--- src/rtl/adxl362_spi_responder_pkg.sv ---
// Shared constants, register addresses and FSM encoding for the ADXL362 SPI responder.
package adxl362_spi_responder_pkg;

   localparam logic [7:0] CmdWr      = 8'h0A;
   localparam logic [7:0] CmdRd      = 8'h0B;
   localparam logic [7:0] SoftRstKey = 8'h52;

   localparam logic [5:0] AddrDevidAd  = 6'h00;
   localparam logic [5:0] AddrDevidMst = 6'h01;
   localparam logic [5:0] AddrPartId   = 6'h02;
   localparam logic [5:0] AddrRevId    = 6'h03;
   localparam logic [5:0] AddrXData8   = 6'h08;
   localparam logic [5:0] AddrYData8   = 6'h09;
   localparam logic [5:0] AddrZData8   = 6'h0A;
   localparam logic [5:0] AddrXL       = 6'h0E;
   localparam logic [5:0] AddrXH       = 6'h0F;
   localparam logic [5:0] AddrYL       = 6'h10;
   localparam logic [5:0] AddrYH       = 6'h11;
   localparam logic [5:0] AddrZL       = 6'h12;
   localparam logic [5:0] AddrZH       = 6'h13;
   localparam logic [5:0] AddrTL       = 6'h14;
   localparam logic [5:0] AddrTH       = 6'h15;
   localparam logic [5:0] AddrSoftRst  = 6'h1F;
   localparam logic [5:0] AddrRwLo     = 6'h20;
   localparam logic [5:0] AddrRwHi     = 6'h2E;

   typedef enum logic [2:0] {
      StIdle,
      StCmd,
      StWaddr,
      StWrite,
      StRaddr,
      StRead,
      StIgnore
   } state_e;

   function automatic logic is_rw_addr(logic [5:0] a);
      return (a >= AddrRwLo) && (a <= AddrRwHi);
   endfunction

   // High byte of a 12-bit sample: sign-extended upper nibble.
   function automatic logic [7:0] sext_hi(logic [11:0] v);
      return {{4{v[11]}}, v[11:8]};
   endfunction

endpackage

--- src/rtl/adxl362_spi_responder_if.sv ---
// SPI pins plus register-write notification bundle of the ADXL362 responder.
interface adxl362_spi_responder_if;
   logic       sclk_i;
   logic       ncs_i;
   logic       mosi_i;
   logic       miso_o;
   logic       miso_oe;
   logic       wr_stb;
   logic [5:0] wr_addr;
   logic [7:0] wr_data;

   modport master (
      output sclk_i, ncs_i, mosi_i,
      input  miso_o, miso_oe, wr_stb, wr_addr, wr_data
   );

   modport slave (
      input  sclk_i, ncs_i, mosi_i,
      output miso_o, miso_oe, wr_stb, wr_addr, wr_data
   );
endinterface

--- src/rtl/adxl362_spi_responder_spi_rx_sync.sv ---
// Synchronizes the asynchronous SPI pins into clk and produces sclk/ncs edge pulses.
module adxl362_spi_responder_spi_rx_sync #(
   parameter int unsigned SyncStages = 2
) (
   input  logic clk,
   input  logic rst,
   input  logic sclk_i,
   input  logic ncs_i,
   input  logic mosi_i,
   output logic sclk_rise_o,
   output logic sclk_fall_o,
   output logic ncs_rise_o,
   output logic ncs_fall_o,
   output logic mosi_o
);

   logic [SyncStages-1:0] sclk_sync_q;
   logic [SyncStages-1:0] ncs_sync_q;
   logic [SyncStages-1:0] mosi_sync_q;
   logic                  sclk_prev_q;
   logic                  ncs_prev_q;

   // Reset to the idle bus levels so leaving reset does not fake an edge.
   always_ff @(posedge clk) begin
      if (!rst) begin
         sclk_sync_q <= '0;
         ncs_sync_q  <= '1;
         mosi_sync_q <= '0;
         sclk_prev_q <= 1'b0;
         ncs_prev_q  <= 1'b1;
      end else begin
         sclk_sync_q <= {sclk_sync_q[SyncStages-2:0], sclk_i};
         ncs_sync_q  <= {ncs_sync_q[SyncStages-2:0], ncs_i};
         mosi_sync_q <= {mosi_sync_q[SyncStages-2:0], mosi_i};
         sclk_prev_q <= sclk_sync_q[SyncStages-1];
         ncs_prev_q  <= ncs_sync_q[SyncStages-1];
      end
   end

   always_comb begin
      sclk_rise_o = sclk_sync_q[SyncStages-1] & ~sclk_prev_q;
      sclk_fall_o = ~sclk_sync_q[SyncStages-1] & sclk_prev_q;
      ncs_rise_o  = ncs_sync_q[SyncStages-1] & ~ncs_prev_q;
      ncs_fall_o  = ~ncs_sync_q[SyncStages-1] & ncs_prev_q;
      mosi_o      = mosi_sync_q[SyncStages-1];
   end

endmodule

--- src/rtl/adxl362_spi_responder.sv ---
// SPI mode-0 target emulating the ADXL362 command set over a 64-byte register map.
module adxl362_spi_responder
   import adxl362_spi_responder_pkg::*;
#(
   parameter int unsigned SYNC_STAGES = 2,
   parameter logic [7:0]  DEVID_AD    = 8'hAD,
   parameter logic [7:0]  DEVID_MST   = 8'h1D,
   parameter logic [7:0]  PART_ID     = 8'hF2,
   parameter logic [7:0]  REV_ID      = 8'h01
) (
   input  logic                          clk,
   input  logic                          rst,
   adxl362_spi_responder_if.slave        bus,
   input  logic [11:0]                   x_data,
   input  logic [11:0]                   y_data,
   input  logic [11:0]                   z_data,
   input  logic [11:0]                   t_data
);

   logic sclk_rise, sclk_fall, ncs_rise, ncs_fall, mosi_s;

   adxl362_spi_responder_spi_rx_sync #(
      .SyncStages (SYNC_STAGES)
   ) u_sync (
      .clk         (clk),
      .rst         (rst),
      .sclk_i      (bus.sclk_i),
      .ncs_i       (bus.ncs_i),
      .mosi_i      (bus.mosi_i),
      .sclk_rise_o (sclk_rise),
      .sclk_fall_o (sclk_fall),
      .ncs_rise_o  (ncs_rise),
      .ncs_fall_o  (ncs_fall),
      .mosi_o      (mosi_s)
   );

   state_e      state_q, state_d;
   logic [2:0]  bit_cnt_q, bit_cnt_d;
   logic [6:0]  rx_shift_q, rx_shift_d;
   logic [7:0]  tx_shift_q, tx_shift_d;
   logic [5:0]  addr_q, addr_d;
   logic        miso_q, miso_d;
   logic        miso_oe_q, miso_oe_d;
   logic        wr_stb_q, wr_stb_d;
   logic [5:0]  wr_addr_q, wr_addr_d;
   logic [7:0]  wr_data_q, wr_data_d;
   logic [11:0] x_sh_q, x_sh_d, y_sh_q, y_sh_d, z_sh_q, z_sh_d, t_sh_q, t_sh_d;
   // Indexed by addr[3:0] over 0x20-0x2F; entry 15 (0x2F) is never written and reads 0.
   logic [7:0]  rw_q [16];
   logic [7:0]  rw_d [16];

   logic [7:0]  rx_byte;
   logic        byte_done;
   logic [5:0]  addr_inc;
   logic [5:0]  rd_addr;
   logic [7:0]  rd_data;

   assign rx_byte   = {rx_shift_q, mosi_s};
   assign byte_done = sclk_rise && (bit_cnt_q == 3'd7);
   assign addr_inc  = addr_q + 6'd1;
   assign rd_addr   = (state_q == StRaddr) ? rx_byte[5:0] : addr_inc;

   always_comb begin
      rd_data = '0;
      if (rd_addr[5:4] == 2'b10) begin
         rd_data = rw_q[rd_addr[3:0]];
      end else begin
         case (rd_addr)
            AddrDevidAd:  rd_data = DEVID_AD;
            AddrDevidMst: rd_data = DEVID_MST;
            AddrPartId:   rd_data = PART_ID;
            AddrRevId:    rd_data = REV_ID;
            AddrXData8:   rd_data = x_sh_q[11:4];
            AddrYData8:   rd_data = y_sh_q[11:4];
            AddrZData8:   rd_data = z_sh_q[11:4];
            AddrXL:       rd_data = x_sh_q[7:0];
            AddrXH:       rd_data = sext_hi(x_sh_q);
            AddrYL:       rd_data = y_sh_q[7:0];
            AddrYH:       rd_data = sext_hi(y_sh_q);
            AddrZL:       rd_data = z_sh_q[7:0];
            AddrZH:       rd_data = sext_hi(z_sh_q);
            AddrTL:       rd_data = t_sh_q[7:0];
            AddrTH:       rd_data = sext_hi(t_sh_q);
            default:      rd_data = '0;
         endcase
      end
   end

   always_comb begin
      state_d    = state_q;
      bit_cnt_d  = bit_cnt_q;
      rx_shift_d = rx_shift_q;
      tx_shift_d = tx_shift_q;
      addr_d     = addr_q;
      miso_d     = miso_q;
      miso_oe_d  = miso_oe_q;
      wr_stb_d   = 1'b0;
      wr_addr_d  = wr_addr_q;
      wr_data_d  = wr_data_q;
      x_sh_d     = x_sh_q;
      y_sh_d     = y_sh_q;
      z_sh_d     = z_sh_q;
      t_sh_d     = t_sh_q;
      rw_d       = rw_q;

      // Chip-select edges take priority over any coincident sclk edge.
      if (ncs_rise) begin
         state_d   = StIdle;
         miso_oe_d = 1'b0;
         miso_d    = 1'b0;
         bit_cnt_d = '0;
      end else if (ncs_fall) begin
         state_d    = StCmd;
         miso_oe_d  = 1'b1;
         miso_d     = 1'b0;
         bit_cnt_d  = '0;
         tx_shift_d = '0;
         x_sh_d     = x_data;
         y_sh_d     = y_data;
         z_sh_d     = z_data;
         t_sh_d     = t_data;
      end else if (state_q != StIdle) begin
         if (sclk_rise) begin
            bit_cnt_d  = bit_cnt_q + 3'd1;
            rx_shift_d = rx_byte[6:0];
         end
         if (sclk_fall) begin
            if (state_q == StRead) begin
               miso_d     = tx_shift_q[7];
               tx_shift_d = {tx_shift_q[6:0], 1'b0};
            end else begin
               miso_d = 1'b0;
            end
         end
         if (byte_done) begin
            unique case (state_q)
               StCmd: begin
                  if (rx_byte == CmdWr)      state_d = StWaddr;
                  else if (rx_byte == CmdRd) state_d = StRaddr;
                  else                       state_d = StIgnore;
               end
               StWaddr: begin
                  addr_d  = rx_byte[5:0];
                  state_d = StWrite;
               end
               StWrite: begin
                  if (is_rw_addr(addr_q)) begin
                     rw_d[addr_q[3:0]] = rx_byte;
                     wr_stb_d          = 1'b1;
                     wr_addr_d         = addr_q;
                     wr_data_d         = rx_byte;
                  end else if (addr_q == AddrSoftRst) begin
                     wr_stb_d  = 1'b1;
                     wr_addr_d = addr_q;
                     wr_data_d = rx_byte;
                     if (rx_byte == SoftRstKey) begin
                        for (int i = 0; i < 16; i++) rw_d[i] = '0;
                     end
                  end
                  addr_d = addr_inc;
               end
               StRaddr: begin
                  addr_d     = rx_byte[5:0];
                  tx_shift_d = rd_data;
                  state_d    = StRead;
               end
               StRead: begin
                  addr_d     = addr_inc;
                  tx_shift_d = rd_data;
               end
               default: ;
            endcase
         end
      end
   end

   always_ff @(posedge clk) begin
      if (!rst) begin
         state_q    <= StIdle;
         bit_cnt_q  <= '0;
         rx_shift_q <= '0;
         tx_shift_q <= '0;
         addr_q     <= '0;
         miso_q     <= 1'b0;
         miso_oe_q  <= 1'b0;
         wr_stb_q   <= 1'b0;
         wr_addr_q  <= '0;
         wr_data_q  <= '0;
         x_sh_q     <= '0;
         y_sh_q     <= '0;
         z_sh_q     <= '0;
         t_sh_q     <= '0;
         for (int i = 0; i < 16; i++) rw_q[i] <= '0;
      end else begin
         state_q    <= state_d;
         bit_cnt_q  <= bit_cnt_d;
         rx_shift_q <= rx_shift_d;
         tx_shift_q <= tx_shift_d;
         addr_q     <= addr_d;
         miso_q     <= miso_d;
         miso_oe_q  <= miso_oe_d;
         wr_stb_q   <= wr_stb_d;
         wr_addr_q  <= wr_addr_d;
         wr_data_q  <= wr_data_d;
         x_sh_q     <= x_sh_d;
         y_sh_q     <= y_sh_d;
         z_sh_q     <= z_sh_d;
         t_sh_q     <= t_sh_d;
         rw_q       <= rw_d;
      end
   end

   assign bus.miso_o  = miso_q;
   assign bus.miso_oe = miso_oe_q;
   assign bus.wr_stb  = wr_stb_q;
   assign bus.wr_addr = wr_addr_q;
   assign bus.wr_data = wr_data_q;

endmodule

--- src/flat_wrapper.sv ---
// flat-port wrapper written by rule: the top's interface ports become plain ports
module adxl362_spi_responder_flat import adxl362_spi_responder_pkg::*;
#(
   parameter int unsigned SYNC_STAGES = 2,
   parameter logic [7:0]  DEVID_AD    = 8'hAD,
   parameter logic [7:0]  DEVID_MST   = 8'h1D,
   parameter logic [7:0]  PART_ID     = 8'hF2,
   parameter logic [7:0]  REV_ID      = 8'h01
)
  (clk, rst, x_data, y_data, z_data, t_data, bus_sclk_i, bus_ncs_i, bus_mosi_i, bus_miso_o, bus_miso_oe, bus_wr_stb, bus_wr_addr, bus_wr_data);
  adxl362_spi_responder_if bus_i ();
  input  logic clk;
  input  logic rst;
  input  logic [11:0] x_data;
  input  logic [11:0] y_data;
  input  logic [11:0] z_data;
  input  logic [11:0] t_data;
  input wire logic [$bits(bus_i.sclk_i)-1:0] bus_sclk_i;
  input wire logic [$bits(bus_i.ncs_i)-1:0] bus_ncs_i;
  input wire logic [$bits(bus_i.mosi_i)-1:0] bus_mosi_i;
  output wire logic [$bits(bus_i.miso_o)-1:0] bus_miso_o;
  output wire logic [$bits(bus_i.miso_oe)-1:0] bus_miso_oe;
  output wire logic [$bits(bus_i.wr_stb)-1:0] bus_wr_stb;
  output wire logic [$bits(bus_i.wr_addr)-1:0] bus_wr_addr;
  output wire logic [$bits(bus_i.wr_data)-1:0] bus_wr_data;
  assign bus_i.sclk_i = bus_sclk_i;
  assign bus_i.ncs_i = bus_ncs_i;
  assign bus_i.mosi_i = bus_mosi_i;
  assign bus_miso_o = bus_i.miso_o;
  assign bus_miso_oe = bus_i.miso_oe;
  assign bus_wr_stb = bus_i.wr_stb;
  assign bus_wr_addr = bus_i.wr_addr;
  assign bus_wr_data = bus_i.wr_data;
  adxl362_spi_responder #(.SYNC_STAGES(SYNC_STAGES), .DEVID_AD(DEVID_AD), .DEVID_MST(DEVID_MST), .PART_ID(PART_ID), .REV_ID(REV_ID)) u_core (.clk(clk), .rst(rst), .bus(bus_i), .x_data(x_data), .y_data(y_data), .z_data(z_data), .t_data(t_data));
endmodule
--- config.mk ---
export PLATFORM = sky130hd
export DESIGN_NAME = adxl362_spi_responder_flat
export DESIGN_NICKNAME = d
export VERILOG_FILES = /design/src/rtl/adxl362_spi_responder_pkg.sv /design/src/rtl/adxl362_spi_responder_if.sv /design/src/rtl/adxl362_spi_responder_spi_rx_sync.sv /design/src/rtl/adxl362_spi_responder.sv /design/src/flat_wrapper.sv
export SDC_FILE = /design/constraint.sdc
export NUM_CORES = 1
export LEC_CHECK = 0
export BUFFER_PORTS_ARGS = -buffer_cell sky130_fd_sc_hd__buf_4
export CAP_MARGIN = 20
export CORE_AREA = 2 2 171 106
export CTS_BUF_LIST = sky130_fd_sc_hd__clkbuf_8
export DETAILED_ROUTE_END_ITERATION = 8
export DIE_AREA = 0 0 173 108
export HOLD_SLACK_MARGIN = 0.03
export PLACE_DENSITY_LB_ADDON = 0.1
export SLEW_MARGIN = 20
export SYNTH_ARGS = -nofsm -noshare
export SYNTH_HDL_FRONTEND = slang
export SYNTH_SLANG_ARGS = --single-unit
--- constraint.sdc ---
create_clock -name clk -period 3.55 [get_ports clk]
set_clock_uncertainty 0.05 [all_clocks]
set_input_delay 0.355 -clock clk [delete_from_list [all_inputs] [get_ports clk]]
set_output_delay 0.355 -clock clk [all_outputs]
set_load 0.05 [all_outputs]
# After elaboration in Yosys (flattened, before gate mapping)
# Index checks and enable logic that the tools add are counted.
# totals
register_bits	228
input_bits	53
output_inout_bits	17
elab_cells	144
# op_classes
add_sub_neg	2
order_cmp	5
n_eq_ne	25
mux	32
bitwise	16
reduce_logical	28
# op_table
op	count
128-bit 2-to-1 mux	3
128-bit bitwise mux	1
8-bit case mux with 15 select lines	1
8-bit 2-to-1 mux	12
6-bit by 5-bit == test with 1-bit output (second input constant)	7
8-bit binary-select mux with 4-bit select	1
8-bit demux with 4-bit select	1
6-bit by 4-bit == test with 1-bit output (second input constant)	5
6-bit 2-to-1 mux	3
8-bit by 4-bit == test with 1-bit output (second input constant)	2
6-bit by 2-bit == test with 1-bit output (second input constant)	2
6-bit case mux with 2 select lines	1
5-bit greater-or-equal comparator (second input constant)	2
1-bit inverter	10
4-bit inverter with 5-bit output	2
2-bit nonzero test	5
3-bit == test (second input constant)	3
3-bit case mux with 3 select lines	1
8-bit by 7-bit == test with 1-bit output (second input constant)	1
2-bit AND reduction	4
2-bit OR reduction	4
7-bit AND reduction	1
6-bit by 1-bit adder with 6-bit output (second input constant)	1
3-bit by 2-bit == test with 1-bit output (second input constant)	2
other kinds (21)	33

# Depth between registers and ports, before layout
# depth
word_depth	11
depth_mapped	12
mapped_depth_nobuf	9

# By module
# A second synthesis with hierarchy kept.
# hier_totals
cells_unflattened	1286
area_unflattened_um2	11061.9
# by_module_without_submodules
mod	instances	cells_each	area_each_um2	seq_area_each_um2
adxl362_spi_responder	1	1266	10826.6	4404.2
adxl362_spi_responder_spi_rx_sync	1	20	235.2	160.2

# Worst setup path after synthesis
# OpenSTA, ideal clock, no wires.
# synth_timing
kind	reg-to-reg
startpoint	register u_core.addr_q[0]
endpoint	register u_core.tx_shift_q[7]
setup_time_ns	0.081
arrival_ns	2.548
t_required_ns	3.419
path_slack_ns	0.872
stages_incl_launch_ff	12
n_path_buf	3
synth_period_minus_slack_ns	2.678
cell_sequence	dfxtp_1 > clkbuf_1 > inv_1 > ha_1 > a21o_1 > buf_6 > buf_6 > mux2i_1 > mux2_2 > a222oi_1 > nand3_1 > a41oi_1
# synth_via
elab_chain_cells	11
# synth_rtl
element	line	rtl
start: declaration	adxl362_spi_responder.sv:41	logic [5:0] addr_q, addr_d;
start signal: assignment	adxl362_spi_responder.sv:199	addr_q <= addr_d;
6-bit by 1-bit adder with 6-bit output *	adxl362_spi_responder.sv:60	assign addr_inc = addr_q + 6'd1;
6-bit 2-to-1 mux *	adxl362_spi_responder.sv:61	assign rd_addr = (state_q == StRaddr) ? rx_byte[5:0] : addr_inc;
4-bit inverter with 5-bit output (not written as such)	adxl362_spi_responder.sv:66	rd_data = rw_q[rd_addr[3:0]];
8-bit binary-select mux with 4-bit select	adxl362_spi_responder.sv:66	
8-bit 2-to-1 mux (not written as such) (2 in a row)	adxl362_spi_responder.sv:66	
8-bit 2-to-1 mux *	adxl362_spi_responder.sv:65	if (rd_addr[5:4] == 2'b10) begin
8-bit 2-to-1 mux *	adxl362_spi_responder.sv:136	unique case (state_q)
8-bit 2-to-1 mux *	adxl362_spi_responder.sv:135	if (byte_done) begin
8-bit 2-to-1 mux *	adxl362_spi_responder.sv:122	end else if (state_q != StIdle) begin
8-bit 2-to-1 mux *	adxl362_spi_responder.sv:112	end else if (ncs_fall) begin
end signal: assignment	adxl362_spi_responder.sv:198	tx_shift_q <= tx_shift_d;
end: declaration	adxl362_spi_responder.sv:40	logic [7:0] tx_shift_q, tx_shift_d;
# Mark *: on every way between the ends. The rest lies on a longest branch, timed or not. The select of a mux whose other input is x is not followed.
# A chain may end at the register's enable or synchronous reset.

# Worst setup path after layout
# layout_timing
startpoint	register u_core.addr_q[1]
endpoint	register u_core.tx_shift_q[6]
# The elaborated chain is that of the path after synthesis.

==> key figures <==
Place
  • RePlAce Congestion: 0.991
  • Port Buffers: roughly 70
  • Hpwl dp: ~22 mm

Floorplanning
  • Initial Utilization: 62.9%
  • Boundary Pins: 70
  • Die Area: 18700 sq um
  • Die Span Y: around 110 microns
  • # rows: 37
  • Core area: roughly 17000 sq um
  • Die width: 173 microns

Power and ir drop
  • Static Leakage: 4.59 nW
  • Peak supply drop: 0.477 mV
  • Total power: 5.18 mW
  • Pwr/cell area: 417 nW/um^2

Setup path
  • Cell type of the slowest stage on the worst timing path: a21o_2
  • Crit path max fanout: 25
  • Crit-path cells: inv_1 > ha_1 > a21o_2 > buf_4 > a21oi_1 > a22o_1 > a222oi_1 > nand3_1 > a41oi_1
  • Crit Path Category: flop to flop
  • Worst path arrival time: roughly 3.5 ns
  • Max stage delay on crit path: about 0.55 ns
  • Critical Path RT: 3.95 ns
  • Critical Path End Type: flop
  • Kind of start point of the critical path: flop

Global route
  • Vias in the first global route: 9055
  • Initial antenna violation count: 0
  • GRT Total Usage: 34.9%
  • First-pass GRT wire length: 51.3 mm
  • Overflow after GRT: 0
  • Largest net degree at the start of global routing: 88

Detailed routing
  • Vias per cell: 6.41
  • ANT nets after route: 0
  • WL/cell: 21.5 microns
  • Total Wirelength: roughly 33 mm
  • Vias: 9962
  • Residual DRC: 14
  • Drt first pass iters: 9
  • Initial detailed-routing violation count: 1443

Clock network
  • Post-CTS setup buffer count: 0
  • Worst skew pair latency: 0.52 ns
  • Clock sink count: 228
  • H-tree depth: 2
  • TritonCTS clock tree: built
  • Clock-pin slew on the worst setup and hold paths: 0.07 ns
  • CTS root buf: clkbuf_8
  • Clock Path Buffers: 3
  • TritonCTS buffer count: 34
  • # resized after CTS: 0

Logic synthesis
  • Top cell type by total area after synthesis: dfxtp_1
  • Post-synth EDFFs: 0
  • Ys flop type: dfxtp_1
  • Mapped Cells: between 1000 and 1500
  • Yosys warns: 0
  • Post-synth ARST share: 0%
  • Synthesized area: approximately 11000 sq um
  • Syn_nets: roughly 1300
  • Area contributors post-synth: dfxtp_1, a22oi_1, mux2i_1
  • Synthesized area per cell: 8.65 sq um
  • Seq/Total Area, Yosys: 42.9%
  • Top-area cell type share of the netlist area: 42.9%
  • #FFs+latches synth: around 230
  • Netlist cell types: 70

Final layout
  • Commonest cells after routing, fill and taps aside: dfxtp_1, nor2_1, a22oi_1
  • Ant. Diodes: 0
  • Final nets: ~1400
  • Area Growth Syn to Fin: 16.6%
  • Layout cell share with drive strength beyond 1: between 10% and 20%
  • Commonest non-fill, non-tap cell in the layout: dfxtp_1

Timing
  • Final Hold Fails: 0
  • Slew HR: 36.8%
  • Worst slew pin tran: roughly 0.95 ns
  • Minimum clock period: 3.05 ns
  • Setup_tns: 0 ns
  • Max-slew violation count: 0
  • RSZ-0062 raised after global routing: no
  • Max Fclk: 328 MHz
  • Final setup fails: 0
  • Final worst-path cycle share: between 80% and 90%

Min path
  • Min-Delay Path Class: input port to flop

Outcome
  • Failing checks: DRC
  • Outcome: finished, violations left

Run
  • Total of max-cap violations: 0
[through the flow]
| step | hold slack [ns] | area, sq um | utilization, % | cells | setup WS, ns |
|---|---|---|---|---|---|
| 4_1_cts | 0.0304 | 12400 | 73.3 | 1555 | 0.550 |
| 3_5_place_dp | 0.345 | 11300 | 66.7 | 1460 | 0.531 |
| 3_3_place_gp | 0.340 | 11300 | 66.7 | 1460 | 0.614 |
| 2_1_floorplan | 0.336 | 10700 | - | 1231 | 0.872 |
| 5_1_grt | 0.0321 | 12400 | 73.3 | 1555 | 0.300 |
| 6_report | 0.0424 | 12400 | 73.3 | 1555 | 0.499 |
[final cells by class]
| class | instances | area [sq um] |
|---|---|---|
| clock buffers | 43 | 592 |
| fillers | 1293 | 4530 |
| flip-flops and latches | 228 | 4560 |
| inverters | 8 | 35.0 |
| repair buffers | 138 | 1150 |
| well taps | 234 | 293 |
| multi-input cells | 887 | 5620 |
| clock inverters | 17 | 165 |
[per-layer routing]
| layer | vias to the layer above | wire [microns] | track usage [%] |
|---|---|---|---|
| li1 | 4566 | - | - |
| met1 | 4721 | 14900 | 52.3 |
| met2 | 632 | 13500 | 49.1 |
| met3 | 43 | 4680 | 10.1 |
| met4 | 0 | 422 | 7.93 |
| met5 | - | 0 | 0 |
[cell usage after synthesis, types with 3 or more instances]
cell type    n
nor3_1      16
o22ai_1      7
ha_1         8
nor4_1       4
a21boi_0     3
a22oi_1    145
a22o_1      11
nor2b_1      5
nand2b_1     5
and2_1      28
or3_1        3
nand2_1     87
and3_1      16
nand3_1     25
a311oi_1     5
or2_2        3
nand4_1      3
buf_2       17
mux2_2      20
mux2i_1    104
a211oi_1     6
a41oi_1      3
o21ai_1     17
buf_1       23
a21bo_2      3
clkbuf_1    63
o21ai_0     24
dfxtp_1    228
buf_6        3
nor2_1     224
a32o_1       3
nand3b_1     3
a31oi_1      6
o21bai_1     3
a21oi_1     42
xnor2_1      5
inv_1        7
a222oi_1    10
[worst max-delay path, delay by kind of cell (launching register included)]
kind / cells / cell delay, ns
buffers and inverters: 2 / 0.47
AO/OA/AOI/OAI: 5 / 1.39
adder cells (fa/ha/maj): 1 / 0.44
flip-flops: 1 / 0.49
AND/OR/NAND/NOR: 1 / 0.16
[power by group]
group / switching [mW] / internal, mW
Sequential: 0.0225 / 2.58
Combinational: 0.105 / 0.101
Clock: 1.05 / 1.32
Total: 1.18 / 4.00
[registers in the layout (all words and copies together), names as in the netlist]
name / flops
u_core.rw_q: 128
u_core.t_sh_q: 12
u_core.x_sh_q: 12
u_core.y_sh_q: 12
u_core.z_sh_q: 12
u_core.bus.wr_data: 8
u_core.tx_shift_q: 8
u_core.rx_shift_q: 7
u_core.addr_q: 6
u_core.bus.wr_addr: 6
u_core.bit_cnt_q: 3
u_core.state_q: 3
u_core.u_sync.mosi_sync_q: 2
u_core.u_sync.ncs_sync_q: 2
u_core.u_sync.sclk_sync_q: 2
u_core.bus.miso_o: 1
u_core.bus.miso_oe: 1
u_core.bus.wr_stb: 1
u_core.u_sync.ncs_prev_q: 1
u_core.u_sync.sclk_prev_q: 1
[what timing repair did]
action                     CTS  global route
hold buffers                35             0
hold endpoints to repair    35             0
setup endpoints to repair    0             0
[kinds of logic after synthesis]
kind of cell	synth area share, %
buf+inv	4.57
mux	11.9
fa+ha+maj	0.940
xor+xnor	0.576
simple gates	18.4
compound gates	20.7
flops	42.9
[final timing paths]
check	startpoint	endpoint	slack, ns	cells past startpoint
max	u_core.addr_q[1]$_SDFFE_PN0P_	u_core.tx_shift_q[6]$_SDFFE_PN0P_	0.50	9
min	z_data[4]	u_core.z_sh_q[4]$_SDFFE_PN0P_	0.04	3
max reg2reg	u_core.addr_q[1]$_SDFFE_PN0P_	u_core.tx_shift_q[6]$_SDFFE_PN0P_	0.50	9
min reg2reg	u_core.u_sync.ncs_sync_q[0]$_SDFF_PN1_	u_core.u_sync.ncs_sync_q[1]$_SDFF_PN1_	0.36	1
Power figures use the tool's default switching activity.
